$ cat src/rtl/sample_seq_pkg.sv
// Shared types, default offsets and the 10-bit saturation helper for the sample sequencer.
package sample_seq_pkg;

  typedef enum logic [1:0] {
    ST_IDLE,
    ST_SCALE,
    ST_OUTPUT
  } state_e;

  localparam logic [9:0] ADC_OFFSET_DEF = 10'h181;
  localparam logic [9:0] DAC_OFFSET_DEF = 10'h200;

  typedef struct packed {
    logic       clip;
    logic [9:0] val;
  } sat10_t;

  // Clamp a 13-bit signed value into the 10-bit two's complement range.
  function automatic sat10_t sat10(input logic signed [12:0] v);
    sat10_t r;
    if (v > 13'sd511) begin
      r.clip = 1'b1;
      r.val  = 10'h1FF;
    end else if (v < -13'sd512) begin
      r.clip = 1'b1;
      r.val  = 10'h200;
    end else begin
      r.clip = 1'b0;
      r.val  = v[9:0];
    end
    return r;
  endfunction

endpackage

$ cat src/rtl/sample_timer.sv
// Sample-period divider: counts 0..DIV-1, tick is high while the count is DIV-1.
// No latency beyond the count register; free-running, no backpressure.
module sample_timer #(
  parameter int unsigned DIV = 1000
) (
  input  logic sysclk,
  input  logic reset,
  output logic tick
);

  localparam logic [15:0] LAST = 16'(DIV - 1);

  logic [15:0] cnt_q;
  logic [15:0] cnt_d;

  always_comb begin
    cnt_d = (cnt_q == LAST) ? 16'd0 : cnt_q + 16'd1;
  end

  always_ff @(posedge sysclk) begin
    if (reset) begin
      cnt_q <= '0;
    end else begin
      cnt_q <= cnt_d;
    end
  end

  assign tick = (cnt_q == LAST);

endmodule

$ cat src/rtl/sample_sequencer.sv
// One ADC sample per period: offset removal, 2^g gain with saturation, DAC re-bias; data_out valid 2 cycles after tick.
// Holds data_out/dac_valid while dac_ready is low; ticks arriving outside IDLE are dropped and counted.
module sample_sequencer
  import sample_seq_pkg::*;
#(
  parameter logic [9:0]  ADC_OFFSET = ADC_OFFSET_DEF,
  parameter logic [9:0]  DAC_OFFSET = DAC_OFFSET_DEF,
  parameter int unsigned DIV        = 1000
) (
  input  logic       sysclk,
  input  logic       reset,
  input  logic [9:0] data_in,
  input  logic [1:0] gain_sel,
  input  logic       gain_we,
  input  logic       dac_ready,
  output logic [9:0] data_out,
  output logic       dac_valid,
  output logic       sample_tick,
  output logic       clip,
  output logic [7:0] overrun_cnt
);

  state_e      state_q, state_d;
  logic [9:0]  x_q, x_d;
  logic [1:0]  gain_act_q, gain_act_d;
  logic [1:0]  gain_pend_q, gain_pend_d;
  logic [9:0]  dout_q, dout_d;
  logic        clip_q, clip_d;
  logic        vld_q, vld_d;
  logic [7:0]  ovr_q, ovr_d;
  logic        tick;

  logic signed [12:0] scaled;
  sat10_t             sat;

  sample_timer #(.DIV(DIV)) u_timer (
    .sysclk (sysclk),
    .reset  (reset),
    .tick   (tick)
  );

  assign scaled = $signed({{3{x_q[9]}}, x_q}) <<< gain_act_q;
  assign sat    = sat10(scaled);

  always_comb begin
    state_d     = state_q;
    x_d         = x_q;
    gain_act_d  = gain_act_q;
    gain_pend_d = gain_we ? gain_sel : gain_pend_q;
    dout_d      = dout_q;
    clip_d      = clip_q;
    vld_d       = vld_q;
    ovr_d       = ovr_q;

    // A tick landing while busy (including the OUTPUT->IDLE edge) is a lost sample.
    if (tick && (state_q != ST_IDLE) && (ovr_q != 8'hFF)) begin
      ovr_d = ovr_q + 8'd1;
    end

    case (state_q)
      ST_IDLE: begin
        if (tick) begin
          x_d        = data_in - ADC_OFFSET;
          gain_act_d = gain_pend_q;
          state_d    = ST_SCALE;
        end
      end
      ST_SCALE: begin
        dout_d  = sat.val + DAC_OFFSET;
        clip_d  = sat.clip;
        vld_d   = 1'b1;
        state_d = ST_OUTPUT;
      end
      ST_OUTPUT: begin
        if (dac_ready) begin
          vld_d   = 1'b0;
          state_d = ST_IDLE;
        end
      end
      default: state_d = ST_IDLE;
    endcase
  end

  always_ff @(posedge sysclk) begin
    if (reset) begin
      state_q     <= ST_IDLE;
      x_q         <= '0;
      gain_act_q  <= '0;
      gain_pend_q <= '0;
      dout_q      <= DAC_OFFSET;
      clip_q      <= 1'b0;
      vld_q       <= 1'b0;
      ovr_q       <= '0;
    end else begin
      state_q     <= state_d;
      x_q         <= x_d;
      gain_act_q  <= gain_act_d;
      gain_pend_q <= gain_pend_d;
      dout_q      <= dout_d;
      clip_q      <= clip_d;
      vld_q       <= vld_d;
      ovr_q       <= ovr_d;
    end
  end

  assign data_out    = dout_q;
  assign dac_valid   = vld_q;
  assign sample_tick = tick;
  assign clip        = clip_q;
  assign overrun_cnt = ovr_q;

endmodule

$ cat config.mk
export PLATFORM = sky130hd
export DESIGN_NAME = sample_sequencer
export DESIGN_NICKNAME = d
export VERILOG_FILES = /design/src/rtl/sample_seq_pkg.sv /design/src/rtl/sample_timer.sv /design/src/rtl/sample_sequencer.sv
export SDC_FILE = /design/constraint.sdc
export NUM_CORES = 1
export LEC_CHECK = 0
export CAP_MARGIN = 10
export CORE_MARGIN = 3
export CORE_UTILIZATION = 50
export DETAILED_ROUTE_END_ITERATION = 8
export PLACE_DENSITY = 0.84
export SLEW_MARGIN = 20
export SYNTH_ARGS = -nofsm -noshare
export SYNTH_HDL_FRONTEND = slang
export SYNTH_SLANG_ARGS = --single-unit
$ cat constraint.sdc
create_clock -name sysclk -period 4.45 [get_ports sysclk]
set_clock_uncertainty 0.2 [all_clocks]
set_input_delay 0.445 -clock sysclk [delete_from_list [all_inputs] [get_ports sysclk]]
set_output_delay 0.445 -clock sysclk [all_outputs]
set_load 0.05 [all_outputs]
==> summary.md, run 1 <==
| Metric | Value |
|---|---|
| Outcome | `finished clean` |
| EDFF count, synth | `0` |
| Critical-path cell list | `or4_1 -> or4_4 -> inv_1 -> clkdlybuf4s50_1` |
| DRT Wirelength | `4890 um` |
| GRT overflow | `0` |
| Detailed Route Iter0 Violations | `110` |
| Crit-path max FO | `12` |
| Dominant cell type by area after synthesis | `dfxtp_1` |
| Post-synthesis cell area | `2430 um2` |
| DP Cell Count | `366` |
| Critical Path Start Type | `flip-flop` |
| Fin cells | `374` |
| Max Slew Vio Count | `0` |
| Slowest CP cell | `clkdlybuf4s50_1` |
| Die area | `5740 um2` |
| Top_reg_cell synth | `dfxtp_1` |
| Synth warn | `0` |
| Post-Synthesis Cells | `276` |
| Site Rows | `24` |
| Ys async rst share | `0` |
| Clk sink count | `52` |
| Vias per cell | `5.34` |
| Worst min-delay path category | `flip-flop to flip-flop` |
| Crit path buffers/inverters | `2` |
| Power Internal | `614 uW` |
| Largest net degree at the start of global routing | `39` |
| Pre-antenna DRT Iters | `4` |
| Minimum clock period | `3320 ps` |
| CP top delay family | `simple AND/OR/NAND/NOR gates` |
| Slowest stage delay, CP | `790 ps` |
| Root buffer cell | `clkbuf_8` |
| Post-CTS sizing | `0` |
| Slew HR | `0.482` |
| First-pass GRT wire length | `8380 um` |
| Crit end category | `output port` |
| Net Count, Synth | `295` |
| WP depth | `4` |
| P&R area growth vs syn | `20.1%` |
| Worst VDD drop | `0.187 mV` |
| Port Buf Inserts | `36` |
| Vias in the first global route | `1775` |
| Setup total negative slack | `0 ps` |
| Post-route ant nets | `0` |
| Crit path kind | `flip-flop to output port` |
| Ratio of cells with drive above 1 in the final layout | `0.0712` |
| Worst EP arrival | `2680 ps` |
| Fin nets | `327` |
| Hold Path Stages | `2` |
| Post-synthesis average cell area | `8.81 um2` |
| Sequential fraction of the synthesis area | `0.428` |
| Sw Ratio | `0.216` |
| Initial antenna violation count | `0` |
| Max Cap Violations | `0` |
| Aggregate global-route resource usage | `0.193` |
| Tcrit/Tclk final | `0.746` |
| Clock Pin Slew Worst Setup and Hold Paths | `90 ps` |
| Core ar. | `4530 um2` |
| Area contributors post-synth | `dfxtp_1, nor2_1, xnor2_1, mux4_2, xor2_1` |
| # DRC | `0` |
| Netlist cell types | `40` |
| CTS Hold Bufs | `0` |
| CTS tree | `yes` |
| Clock share of power | `0.345` |
| GPL Wtd Cong | `0.796` |
| RSZ-0062 raised after global routing | `no` |
| Clock latency on the worst-skew pair | `300 ps` |
| Worst-Margin Slew | `775 ps` |
| Synth top area share | `0.428` |
| Fmax | `301 MHz` |
| Power density cells | `268 nW/um2` |
| R2R cell count | `6` |
| CTS buffer count | `5` |
| Num ports | `37` |
| Starting density of the core | `0.536` |
| Number of synthesized register bits | `52` |
| Setup violators final | `0` |
| Post-detailed-route wirelength per cell | `13.1 um` |
| Die H | `75.7 um` |
| Most common cell in the netlist | `dfxtp_1` |
| Longest Clk Path Bufs | `2` |
| DR vias | `1998` |
| Fin. Hold Viols | `0` |
| Post-CTS setup buffers | `0` |
| Leakage | `0.000990 uW` |
| Crit path required time | `3810 ps` |
| Die X | `75.7 um` |
| Comb power frac | `0.052` |
| Detailed placement HPWL | `3410 um` |
| H-tree depth | `2` |
| Synth cell count leaders | `dfxtp_1, nor2_1, a21oi_1, nor3_1, xnor2_1` |
| Number of diodes | `0` |
| Sw power | `169 uW` |
| Sequential power share | `0.603` |
cells in the final DEF, fill, tap and decap left out, types with 2 or more instances in the layout:
cell             netlist  routed
nor3_1                16      16
mux2i_1                8       8
dfxtp_1               52      52
nand2b_1               3       3
nor4_2                 2       2
clkinv_2               0       2
nand2_1               15      15
nand4_1                3       3
and3_1                 2       2
or3_1                  2       2
nor2_1                51      51
or4_1                  2       2
nand3_1               11      11
o21ai_1                2       2
ha_1                   3       3
o21ai_0                4       4
buf_4                  0       2
clkbuf_8               0       6
inv_1                  6       6
nor4_1                 4       4
xor2_1                10      10
a21oi_1               16      16
a21boi_0               2       2
o22ai_1                2       2
clkdlybuf4s50_1        0      36
or3b_2                 2       2
mux4_2                 5       5
xnor2_1               16      16
a211oi_1               9       9
nor2b_1                4       4
a311oi_1               2       2
power by group through the flow:
stage / sequential [uW] / clock, uW / combinational [uW]
2_1_floorplan: 482 / 0 / 19.9
3_3_place_gp: 482 / 0 / 40.0
3_5_place_dp: 483 / 0 / 40.3
4_1_cts: 472 / 279 / 40.8
5_1_grt: 473 / 297 / 45.6
6_report: 472 / 270 / 40.6
routing by layer:
| metal | track usage | up-vias | routed length, um |
|---|---|---|---|
| met1 | 0.271 | 931 | 2420 |
| met4 | 0.0641 | 0 | 40 |
| met3 | 0.0449 | 2 | 187 |
| met5 | 0 | - | 0 |
| met2 | 0.291 | 41 | 2240 |
| li1 | - | 1024 | - |
cell families (layout without fill, tap and decap cells):
| kind of cell | after synthesis | after routing | share of synthesized area |
|---|---|---|---|
| AND/OR/NAND/NOR | 122 | 122 | 0.244 |
| flip-flops | 52 | 52 | 0.428 |
| AO/OA/AOI/OAI | 41 | 41 | 0.105 |
| XOR/XNOR | 26 | 26 | 0.0937 |
| buffers and inverters | 19 | 52 | 0.0340 |
| multiplexers | 13 | 13 | 0.0793 |
| adder cells (fa/ha/maj) | 3 | 3 | 0.0154 |
layout make-up:
| type | count | area (um2) |
|---|---|---|
| clock buffers | 6 | 82.6 |
| flip-flops and latches | 52 | 1040 |
| clock inverters | 2 | 10.0 |
| inverters | 6 | 22.5 |
| well taps | 65 | 81.3 |
| fillers | 382 | 1610 |
| multi-input cells | 205 | 1310 |
| repair buffers | 38 | 375 |
worst reg2reg max path, delay by kind of cell, from the launching register on:
kind                   cells  cell delay (ps)
buffers and inverters      1              260
AND/OR/NAND/NOR            4             1350
multiplexers               1              250
flip-flops                 1              350
path summary, 6_finish.rpt:
path,from,to,slack (ps)
setup / recovery,u_timer.cnt_q[11]$_SDFF_PP0_,sample_tick,1130
hold / removal,data_out[3]$_SDFFE_PP0P_,data_out[3]$_SDFFE_PP0P_,290
setup reg to reg,u_timer.cnt_q[11]$_SDFF_PP0_,gain_act_q[1]$_SDFFE_PP0P_,1920
hold reg to reg,data_out[3]$_SDFFE_PP0P_,data_out[3]$_SDFFE_PP0P_,290
sequential cells by signal, indices dropped and copies added (netlist names):
signal / cells
state_q: 2
clip: 1
dac_valid: 1
x_q: 10
gain_pend_q: 2
gain_act_q: 2
data_out: 10
u_timer.cnt_q: 16
overrun_cnt: 8
metrics by stage:
| step | total power (uW) | utilization | instance area (um2) | hold WS [ps] | setup slack (ps) |
|---|---|---|---|---|---|
| after floorplan | 502 | - | 2430 | 241 | 1990 |
| after global placement | 522 | 0.624 | 2830 | 257 | 1460 |
| after detailed placement | 523 | 0.624 | 2830 | 269 | 1450 |
| after CTS | 792 | 0.644 | 2920 | 292 | 1110 |
| after global routing | 816 | 0.644 | 2920 | 326 | 1040 |
| final | 782 | 0.644 | 2920 | 293 | 1130 |
Power figures use the tool's default switching activity.
==> run 2, diff against run 1 <==
Clock period 4.45 ns to 3.3 ns, I/O delays scaled along.
==> summary.md, run 2 (same netlist as run 1, synthesis figures left out) <==
| Metric | Value |
|---|---|
| R2R cell count | `6 (unchanged)` |
| Worst EP arrival | `2330 ps (was 2680 ps)` |
| Starting density of the core | `0.536 (unchanged)` |
| Vias in the first global route | `1795 (was 1775)` |
| # DRC | `0 (unchanged)` |
| Hold Path Stages | `1 (was 2)` |
| Slowest CP cell | `or4_4 (was clkdlybuf4s50_1)` |
| Setup violators final | `0 (unchanged)` |
| Root buffer cell | `clkbuf_8 (unchanged)` |
| Setup total negative slack | `0 ps (unchanged)` |
| Number of diodes | `0 (unchanged)` |
| Slew HR | `0.552 (was 0.482)` |
| RR Startpoint | `u_timer.cnt_q[11]$_SDFF_PP0_ (unchanged)` |
| Site Rows | `24 (unchanged)` |
| Worst VDD drop | `0.197 mV (was 0.187 mV)` |
| Max reg flops | `16 (unchanged)` |
| CTS tree | `yes (unchanged)` |
| Max Cap Violations | `0 (unchanged)` |
| First-pass GRT wire length | `8360 um (was 8380 um)` |
| DRT Wirelength | `4910 um (was 4890 um)` |
| Fin nets | `328 (was 327)` |
| Post-route ant nets | `0 (unchanged)` |
| Ratio of cells with drive above 1 in the final layout | `0.0712 (unchanged)` |
| Crit path buffers/inverters | `2 (unchanged)` |
| Slowest stage delay, CP | `630 ps (was 790 ps)` |
| GPL Wtd Cong | `0.818 (was 0.796)` |
| CTS Hold Bufs | `0 (unchanged)` |
| Power density cells | `364 nW/um2 (was 268 nW/um2)` |
| Max Slew Vio Count | `0 (unchanged)` |
| Crit-path max FO | `12 (unchanged)` |
| CTS buffer count | `5 (unchanged)` |
| RSZ-0062 raised after global routing | `no (unchanged)` |
| WP depth | `4 (unchanged)` |
| Die X | `75.7 um (unchanged)` |
| DR vias | `1975 (was 1998)` |
| Crit end category | `output port (unchanged)` |
| Worst min-delay path category | `flip-flop to flip-flop (unchanged)` |
| Post-CTS sizing | `0 (unchanged)` |
| Fmax | `349 MHz` |
| Initial antenna violation count | `0 (unchanged)` |
| CP top delay family | `simple AND/OR/NAND/NOR gates (unchanged)` |
| Worst-Margin Slew | `665 ps (was 775 ps)` |
| Tcrit/Tclk final | `0.867` |
| Outcome | `finished clean (unchanged)` |
| Finished Cell Area | `2930 um2 (was 2920 um2)` |
| Highest-count cells in the layout ignoring fill and taps | `dfxtp_1, nor2_1, clkdlybuf4s50_1 (unchanged)` |
| GRT overflow | `0 (unchanged)` |
| Post-DP Area | `2840 um2 (was 2830 um2)` |
| Aggregate global-route resource usage | `0.191 (was 0.193)` |
| Port Buf Inserts | `36 (unchanged)` |
| Hold Startpoint | `u_timer.cnt_q[0]$_SDFF_PP0_ (was data_out[3]$_SDFFE_PP0P_)` |
| Clock Pin Slew Worst Setup and Hold Paths | `90 ps (about the same)` |
| Critical Path Start Type | `flip-flop (unchanged)` |
| Die H | `75.7 um (unchanged)` |
| Crit path from | `u_timer.cnt_q[11]$_SDFF_PP0_ (unchanged)` |
| Longest Clk Path Bufs | `2 (unchanged)` |
| Leakage | `0.00101 uW (was 0.000990 uW)` |
| Fill cells | `372 (was 382)` |
| Post-CTS setup buffers | `0 (unchanged)` |
| Critical-path cell list | `or4_1 -> or4_4 -> inv_1 -> dlymetal6s2s_1 (was or4_1 -> or4_4 -> inv_1 -> clkdlybuf4s50_1)` |
| Clock latency on the worst-skew pair | `300 ps (about the same)` |
| Detailed placement HPWL | `3590 um (was 3410 um)` |
| Die area | `5740 um2 (unchanged)` |
| Pre-antenna DRT Iters | `4 (unchanged)` |
| R2R Setup Slk | `770 ps (was 1920 ps)` |
| Commonest non-fill, non-tap cell in the layout | `dfxtp_1 (unchanged)` |
| Clk sink count | `52 (unchanged)` |
| P&R area growth vs syn | `20.7% (was 20.1%)` |
| Fin. Hold Viols | `0 (unchanged)` |
| Vias per cell | `5.28 (was 5.34)` |
| Minimum clock period | `2860 ps` |
| Num ports | `37 (unchanged)` |
| Reg with most FFs | `u_timer.cnt_q (unchanged)` |
| Largest net degree at the start of global routing | `38 (was 39)` |
| Crit path required time | `2770 ps (was 3810 ps)` |
| Detailed Route Iter0 Violations | `143 (was 110)` |
| H-tree depth | `2 (unchanged)` |
| Post-detailed-route wirelength per cell | `13.1 um (about the same)` |
| Crit path kind | `flip-flop to output port (unchanged)` |
| Core ar. | `4530 um2 (unchanged)` |
## run 2: changes by cell type in the layout (fill, tap and decap cells not counted), sizes merged
cell	change
buf	+1
clkbuf	+1
clkdlybuf4s50	-1
clkinv	-2
dlymetal6s2s	+1
## run 2: layout make-up
| type | count | area (um2) | area share |
|---|---|---|---|
| inverters | 6 | 22.5 | 0.00768 |
| repair buffers | 39 | 385 | 0.131 |
| clock buffers | 7 | 96.3 | 0.0328 |
| well taps | 65 | 81.3 | 0.0277 |
| multi-input cells | 205 | 1310 | 0.446 |
| flip-flops and latches | 52 | 1040 | 0.355 |
## run 2: final timing paths
check | end
setup / recovery | sample_tick
hold / removal | u_timer.cnt_q[0]$_SDFF_PP0_
setup reg to reg | x_q[9]$_SDFFE_PP0P_
hold reg to reg | u_timer.cnt_q[0]$_SDFF_PP0_
## run 2: per-layer routing
| metal | part of all wire | up-vias | GRT usage |
|---|---|---|---|
| li1 | - | 1031 | - |
| met3 | 0.042 | 6 | 0.0356 |
| met2 | 0.44 | 39 | 0.295 |
| met5 | 0 | - | 0 |
| met4 | 0.012 | 0 | 0.0699 |
| met1 | 0.50 | 899 | 0.266 |
## run 2: where the power goes
group,switching (uW),internal [uW],leakage (uW),total (uW)
Clock,191,187,0.0000503,378
Combinational,26.9,28.1,0.000543,55.0
Sequential,4.66,631,0.000420,636
Total,222,846,0.00101,1070
## run 2: through the flow
stage	power [uW]	cells	worst slack, ps	utilization	hold slack (ps)
2_1_floorplan	676	276	950	-	226
3_3_place_gp	704	367	430	0.625	252
3_5_place_dp	706	367	378	0.625	267
4_1_cts	1080	374	43.3	0.647	289
5_1_grt	1110	374	359	0.647	320
6_report	1070	374	437	0.647	288
